File: src/rtl/track_rom_arbiter.sv
// track_rom_arbiter: shares the single track-tile BRAM read port between the
// video render pipeline (absolute priority, fixed MEM_LATENCY+2 latency) and
// two physics requesters (player/opponent) that are served round-robin in the
// slots video leaves idle and get tagged responses.
// Optional statistics counters are built when TRACK_ARB_STATS_EN is defined;
// otherwise the stat ports are tied to 0.
module track_rom_arbiter #(
    parameter int ADDR_W       = 14,
    parameter int DATA_W       = 4,
    parameter int MEM_LATENCY  = 2,
    parameter int STARVE_LIMIT = 1024
) (
    input  logic              clk_in,
    input  logic              rst_in,
    input  logic              vid_req_in,
    input  logic [ADDR_W-1:0] vid_addr_in,
    output logic              vid_valid_out,
    output logic [DATA_W-1:0] vid_data_out,
    input  logic              p_req_valid_in,
    input  logic [ADDR_W-1:0] p_req_addr_in,
    output logic              p_req_ready_out,
    output logic              p_rsp_valid_out,
    output logic [DATA_W-1:0] p_rsp_data_out,
    input  logic              o_req_valid_in,
    input  logic [ADDR_W-1:0] o_req_addr_in,
    output logic              o_req_ready_out,
    output logic              o_rsp_valid_out,
    output logic [DATA_W-1:0] o_rsp_data_out,
    output logic              mem_en_out,
    output logic [ADDR_W-1:0] mem_addr_out,
    input  logic [DATA_W-1:0] mem_data_in,
    output logic [1:0]        starve_out,
    output logic [15:0]       stat_p_grants_out,
    output logic [15:0]       stat_o_grants_out,
    output logic [15:0]       stat_blocked_out
);

    localparam logic [1:0]  TAG_NONE = 2'd0;
    localparam logic [1:0]  TAG_VID  = 2'd1;
    localparam logic [1:0]  TAG_P    = 2'd2;
    localparam logic [1:0]  TAG_O    = 2'd3;
    localparam logic [10:0] LIM      = 11'(STARVE_LIMIT);

    // Arbitration state: 1 = opponent was the last query granted.
    logic                      r_last_o;
    logic                      r_mem_en;
    logic [ADDR_W-1:0]         r_mem_addr;
    logic [MEM_LATENCY:0][1:0] r_tag_pipe;

    logic              r_vid_valid, r_p_valid, r_o_valid;
    logic [DATA_W-1:0] r_vid_data, r_p_data, r_o_data;

    logic [1:0][10:0] r_wait;
    logic [1:0]       r_starve;

    logic              w_vid_go, w_p_ready, w_o_ready;
    logic [1:0]        w_tag;
    logic [ADDR_W-1:0] w_addr;
    logic [1:0]        w_valid, w_ready;
    logic [1:0][10:0]  w_wait_nxt;

    // Per-cycle grant: video first, then the lone valid query, else the one
    // that did not win last time. Everything is gated off while in reset.
    always_comb begin
        w_vid_go  = rst_in & vid_req_in;
        w_p_ready = rst_in & ~vid_req_in & p_req_valid_in & (~o_req_valid_in | r_last_o);
        w_o_ready = rst_in & ~vid_req_in & o_req_valid_in & (~p_req_valid_in | ~r_last_o);
        w_tag     = TAG_NONE;
        w_addr    = vid_addr_in;
        if (w_vid_go) begin
            w_tag  = TAG_VID;
            w_addr = vid_addr_in;
        end else if (w_p_ready) begin
            w_tag  = TAG_P;
            w_addr = p_req_addr_in;
        end else if (w_o_ready) begin
            w_tag  = TAG_O;
            w_addr = o_req_addr_in;
        end
    end

    // Register the winner's address to the BRAM and shift its source tag
    // alongside the read so the data can be routed when it returns.
    always_ff @(posedge clk_in) begin
        if (!rst_in) begin
            r_mem_en   <= 1'b0;
            r_mem_addr <= '0;
            r_last_o   <= 1'b1;
            r_tag_pipe <= '0;
        end else begin
            r_mem_en <= (w_tag != TAG_NONE);
            if (w_tag != TAG_NONE) r_mem_addr <= w_addr;
            if (w_p_ready)      r_last_o <= 1'b0;
            else if (w_o_ready) r_last_o <= 1'b1;
            r_tag_pipe[0] <= w_tag;
            for (int k = 1; k <= MEM_LATENCY; k++) r_tag_pipe[k] <= r_tag_pipe[k-1];
        end
    end

    // Route returning BRAM data to the tagged destination; others hold data.
    always_ff @(posedge clk_in) begin
        if (!rst_in) begin
            r_vid_valid <= 1'b0;
            r_p_valid   <= 1'b0;
            r_o_valid   <= 1'b0;
            r_vid_data  <= '0;
            r_p_data    <= '0;
            r_o_data    <= '0;
        end else begin
            r_vid_valid <= (r_tag_pipe[MEM_LATENCY] == TAG_VID);
            r_p_valid   <= (r_tag_pipe[MEM_LATENCY] == TAG_P);
            r_o_valid   <= (r_tag_pipe[MEM_LATENCY] == TAG_O);
            case (r_tag_pipe[MEM_LATENCY])
                TAG_VID: r_vid_data <= mem_data_in;
                TAG_P:   r_p_data   <= mem_data_in;
                TAG_O:   r_o_data   <= mem_data_in;
                default: ;
            endcase
        end
    end

    // Next wait count: saturating increment while blocked, clear otherwise.
    always_comb begin
        w_valid = {o_req_valid_in, p_req_valid_in};
        w_ready = {w_o_ready, w_p_ready};
        for (int g = 0; g < 2; g++) begin
            w_wait_nxt[g] = '0;
            if (w_valid[g] && !w_ready[g])
                w_wait_nxt[g] = (r_wait[g] == 11'h7FF) ? r_wait[g] : r_wait[g] + 11'd1;
        end
    end

    // Wait counters and sticky starvation flags (cleared only by reset).
    always_ff @(posedge clk_in) begin
        if (!rst_in) begin
            r_wait   <= '0;
            r_starve <= '0;
        end else begin
            for (int g = 0; g < 2; g++) begin
                r_wait[g] <= w_wait_nxt[g];
                if (w_wait_nxt[g] >= LIM) r_starve[g] <= 1'b1;
            end
        end
    end

`ifdef TRACK_ARB_STATS_EN
    logic [15:0] r_stat_p, r_stat_o, r_stat_blk;
    logic        w_blocked;

    assign w_blocked = |(w_valid & ~w_ready);

    // Saturating grant and blocked-cycle statistics.
    always_ff @(posedge clk_in) begin
        if (!rst_in) begin
            r_stat_p   <= '0;
            r_stat_o   <= '0;
            r_stat_blk <= '0;
        end else begin
            if (w_p_ready && r_stat_p != 16'hFFFF)   r_stat_p   <= r_stat_p + 16'd1;
            if (w_o_ready && r_stat_o != 16'hFFFF)   r_stat_o   <= r_stat_o + 16'd1;
            if (w_blocked && r_stat_blk != 16'hFFFF) r_stat_blk <= r_stat_blk + 16'd1;
        end
    end

    assign stat_p_grants_out = r_stat_p;
    assign stat_o_grants_out = r_stat_o;
    assign stat_blocked_out  = r_stat_blk;
`else
    assign stat_p_grants_out = 16'd0;
    assign stat_o_grants_out = 16'd0;
    assign stat_blocked_out  = 16'd0;
`endif

    assign p_req_ready_out = w_p_ready;
    assign o_req_ready_out = w_o_ready;
    assign mem_en_out      = r_mem_en;
    assign mem_addr_out    = r_mem_addr;
    assign vid_valid_out   = r_vid_valid;
    assign vid_data_out    = r_vid_data;
    assign p_rsp_valid_out = r_p_valid;
    assign p_rsp_data_out  = r_p_data;
    assign o_rsp_valid_out = r_o_valid;
    assign o_rsp_data_out  = r_o_data;
    assign starve_out      = r_starve;

endmodule

File: config.mk
export PLATFORM = sky130hd
export DESIGN_NAME = track_rom_arbiter
export DESIGN_NICKNAME = d
export VERILOG_FILES = /design/src/rtl/track_rom_arbiter.sv
export SDC_FILE = /design/constraint.sdc
export NUM_CORES = 1
export LEC_CHECK = 0
export BUFFER_PORTS_ARGS = -buffer_cell sky130_fd_sc_hd__buf_4
export CAP_MARGIN = 5
export CORE_MARGIN = 10
export CORE_UTILIZATION = 42
export DETAILED_ROUTE_END_ITERATION = 10
export PLACE_DENSITY_LB_ADDON = 0.25
export SLEW_MARGIN = 15
export SYNTH_ARGS = -nofsm -noshare
export SYNTH_HDL_FRONTEND = slang
export SYNTH_SLANG_ARGS = --single-unit
File: constraint.sdc
create_clock -name clk_in -period 1.5 [get_ports clk_in]
set_input_delay 0.15 -clock clk_in [delete_from_list [all_inputs] [get_ports clk_in]]
set_output_delay 0.15 -clock clk_in [all_outputs]
set_load 0.01 [all_outputs]
## After elaboration in Yosys (flattened, before gate mapping)

Index checks and enable logic that the tools add are counted.

- Add/sub/neg operators: 2
- Magnitude comparators: 2
- Equality and inequality tests: 5
- Multiplexer cells: 12
- Bitwise gates (word level): 12
- Reduce and logical (&&, ||, !) cells: 6

Operators by type and width:

| cell | number |
|---|---|
| 11-bit two-way mux | 4 |
| 14-bit two-way mux | 3 |
| 11-bit by 1-bit adder with 11-bit output, second input constant | 2 |
| 11-bit equality test, second input constant | 2 |
| 11-bit greater-or-equal comparator, second input constant | 2 |
| 1-bit bitwise AND | 6 |
| 2-bit two-way mux | 3 |
| 2-bit equality test, second input constant | 2 |
| 1-bit NOT | 4 |
| 2-bit nonzero test | 2 |
| 2-bit by 1-bit equality test with 1-bit output, second input constant | 1 |
| 1-bit logical AND | 2 |
| 1-bit zero test | 2 |
| 1-bit two-way mux | 2 |
| 1-bit OR | 2 |

- Register bits: 61
- Input port bits: 51
- Logic and storage cells: 55

## Logic depth before layout (Yosys ltp)

- Depth after elaboration: 8
- Gate-level depth with buffers: 6
- Mapped depth without buffers: 5

## Worst setup path before layout

Ideal clock, no wire load.

- Kind: register to register
- Start point: reg r_wait[11] (netlist bit)
- End point: reg r_wait[16] (netlist bit)
- Library setup time: 0.059 ns
- Arrival: 1.359 ns
- Setup slack: 0.082 ns
- Cell stages (with the launch flop): 7
- Buffers on the path: 1
- Clock period less this slack: 1.418 ns
- Cells stage by stage: dfxtp_1 > ha_1 > and4_1 > buf_6 > nand3_4 > a311oi_1 > a41o_1

- Cells in the longest elaborated chain, start to end: 3
- Elaborated cells on any way between the ends: 4
- Classes of those cells: add/sub (1); eq/ne (1); mux (2)

RTL lines:

| what | RTL line | RTL |
|---|---|---|
| from (decl) | 53 | `logic [1:0][10:0] r_wait;` |
| from (signal, indexed assignment) | 140 | `r_wait[g] <= w_wait_nxt[g];` |
| 11-bit by 1-bit adder with 11-bit output / 11-bit equality test (equally long branches) | 129 | `w_wait_nxt[g] = (r_wait[g] == 11'h7FF) ? r_wait[g] : r_wait[g] + 11'd1;` |
| 11-bit two-way mux (*) | 129 |  |
| 11-bit two-way mux (*) | 128 | `if (w_valid[g] && !w_ready[g])` |

Every way passes the cells marked *; elsewhere a longest branch is shown, timed or not.
A chain may end at the register's enable or synchronous reset.

## Worst setup path in the final report

- Start point: reg r_last_o
- End point: out o_req_ready_out

- Cells in the longest elaborated chain, start to end: 3

RTL lines:

| what | RTL line | RTL |
|---|---|---|
| from (decl) | 45 | `logic r_last_o;` |
| from (signal assigned) | 88 | `r_last_o <= 1'b1;` |
| from (signal assigned) | 93 | `if (w_p_ready) r_last_o <= 1'b0;` |
| from (signal assigned) | 94 | `else if (w_o_ready) r_last_o <= 1'b1;` |
| 1-bit NOT | 67 | `w_o_ready = rst_in & ~vid_req_in & o_req_valid_in & (~p_req_valid_in \| ~r_last_o);` |
| 1-bit OR | 67 |  |
| 1-bit bitwise AND | 67 |  |
| to (decl) | 26 | `output logic o_req_ready_out,` |

Every way passes these cells.

==> impl_metrics.toml <==
[timing]
setup_viol = 0
fmax_mhz = 708
period_share = 0.942
min_period_ps = 1410
worstMarginPinSlew_ps = 646
slew-limit-headroom = 0.569
fin_setup_tns_ps = 0
hold_viol_final = 0
finClkSkew_ps = 6.84
slew_violations = 0

[yosys]
ys_ff_latch = 61
syn_area_sq_mm = 0.00281
synth-edff-count = 0
synth_top_family_by_area = "simple AND/OR/NAND/NOR gates"
postSynthCellCount = 309
synth_simple_gate_area_frac = 0.171
yosys_warnings = 0
synth_adder_area_share = 0.00892
synthFlopType = "dfxtp_1"
synthMuxAreaShare = 0.0357
synth_xor_area_frac = 0.0312
synth_compound_area_frac = 0.152
synth_cell_types = 43
yosysSeqAreaShare = 0.435
syn_area_per_cell_sq_um = 9.08
synthArstFlopShare = 0

[die]
initial_utilization = 0.437
coreArea_sq_mm = 0.00642
io_pins = 133
fp-row-count = 29
dieArea_sq_mm = 0.0104
fp.dieW_microns = 102
dieHeight_microns = 102

[route]
drt_iter0_drc = 111
vias = 2387
routedWlPerCell_microns = 14.8
drt_wl_total_mm = 7.19
first_pass_iters = 6
drc = 0
final_antenna_net_count = 0
via_per_inst = 4.90

[cells_and_area]
mostFrequentLayoutCells = "buf_4 (100), dfxtp_1 (60), conb_1 (48)"
n_fill_cell = 607
final_common_cell = "buf_4"
regArea_sq_mm = 0.00122
antenna_cells = 0
final_layout_size_suffix_gt1_frac = 0.322
multiInputGateArea_sq_mm = 0.00134
syn_to_final_growth_pct = 30.0
fin_nets = 458

[cts]
hold_buffers = 0
h-tree-depth = 3
cts_buffers = 9
clock_path_buffers = 2
root_buffer = "clkbuf_8"
clkTransAtPathRegs_ps = 70
clk_latency_ps = 330
cts_tree = "done"
clock_sinks = 61

[power]
power.density_mw_per_mm2 = 973
vdd_drop_max_mv = 0.468
power.total_mw = 3.55
leakagePower_nw = 1.68

[min_path]
hold_start = "o_req_addr_in[6]"
min_path_type = "input pin to flip-flop"

[global_routing]
grt_antenna_before_repair = 0
grt_pass1_vias = 2332
grtUsageMet1 = 0.152
grt_util_met3 = 0.0626
track_usage = 0.136
busiest_layer = "met2"
met2_usage = 0.222
grt_max_degree = 18
grt_first_pass_wirelength_mm = 11.3
overflow = 0

[critical_path]
r2r_start = "r_wait[0]"
critPathKind = "flip-flop to output pin"
crit_fanout = 16
worstPathArrival_ps = 1260
crit_path_end_kind = "output pin"
startpoint = "r_last_o"
crit_required_ps = 1350
cp-start-kind = "flip-flop"

[run]
maxCapViolations = 0

[place]
globalplace.congestion = 0.820
place_hpwl_mm = 5.41
portBuffers = 84

[outcome]
run_status = "complete, no violations"
[layout make-up]
| cell class | instances | area share |
|---|---|---|
| Tap cell | 77 | 0.0264 |
| Sequential cell | 61 | 0.335 |
| Multi-Input combinational cell | 225 | 0.367 |
| Clock inverter | 4 | 0.0130 |
| Clock buffer | 12 | 0.0398 |
| Inverter | 6 | 0.00617 |
| Timing Repair Buffer | 102 | 0.212 |
[per-stage QoR]
step	instances	utilization	worst slack [ps]	cell area (sq um)	hold WS, ps
floorplan	356	-	81.6	2980	260
global placement	466	0.525	108	3370	400
detailed placement	466	0.525	52.5	3370	398
CTS	482	0.555	15.1	3570	46.6
global route	487	0.568	-3.82	3650	54.1
finish	487	0.568	86.9	3650	65.9
[layer usage]
metal	share of wire	wire length (microns)	vias up
met5	0	0	-
met4	0.0078	56	0
met3	0.11	819	4
met2	0.48	3460	100
met1	0.40	2860	1092
li1	-	-	1191
[worst paths after layout]
path	endpoint	slack (ps)	depth (start not counted)
setup / recovery	o_req_ready_out	90	5
hold / removal	mem_addr_out[6]	70	3
setup reg to reg	r_wait[5]	90	5
hold reg to reg	r_tag_pipe[3]	440	1
[state kept, by name (all words and copies together), names as in the netlist]
name / flops
mem_addr_out: 14
mem_en_out: 1
o_rsp_data_out: 4
o_rsp_valid_out: 1
p_rsp_data_out: 4
p_rsp_valid_out: 1
r_last_o: 1
r_tag_pipe: 6
r_wait: 22
starve_out: 2
vid_data_out: 4
vid_valid_out: 1
[Yosys cell counts (4+ instances only)]
cell	instances	area, sq um
xor2_1	6	52.6
buf_2	5	25.0
dfxtp_1	61	1220
and2_1	4	25.0
clkbuf_1	9	33.8
nand3_1	11	55.1
inv_1	6	22.5
nand2_1	15	56.3
o221ai_1	14	123
o22ai_1	14	87.6
a31oi_1	4	25.0
nor2_1	36	135
a21oi_1	15	75.1
buf_4	49	368
xnor2_1	4	35.0
a21o_1	4	30.0
nor3_1	4	20.0
mux2i_1	10	100
[repair_timing]
item / in CTS / in global routing
resized for setup: 1 / 11
buffers inserted: 0 / 5
gates cloned: 0 / 0
setup endpoints to repair: 1 / 9
pin swaps: 0 / 1
[cell families (layout without fill, tap and decap cells)]
group / count (synthesis) / in the layout
buffers and inverters: 70 / 124
other: 1 / 48
DFF: 61 / 61
AOI/OAI and AO/OA: 63 / 63
muxes: 10 / 10
xor gates and xnor gates: 10 / 10
and+or+nand+nor: 92 / 92
adders and majority gates: 2 / 2
[power by group]
group | switching [mW] | internal [mW] | total (mW)
clock | 0.620 | 0.808 | 1.43
combinational | 0.219 | 0.205 | 0.423
sequential | 0.0276 | 1.67 | 1.70
total | 0.866 | 2.68 | 3.55
[worst max-delay path, cell delays in order, from the launching register on]
cell	delay [ps]
dfxtp_1	370
nand2_1	80
nand3_1	100
buf_6	180
inv_1	50
buf_4	140
Power figures use the tool's default switching activity.
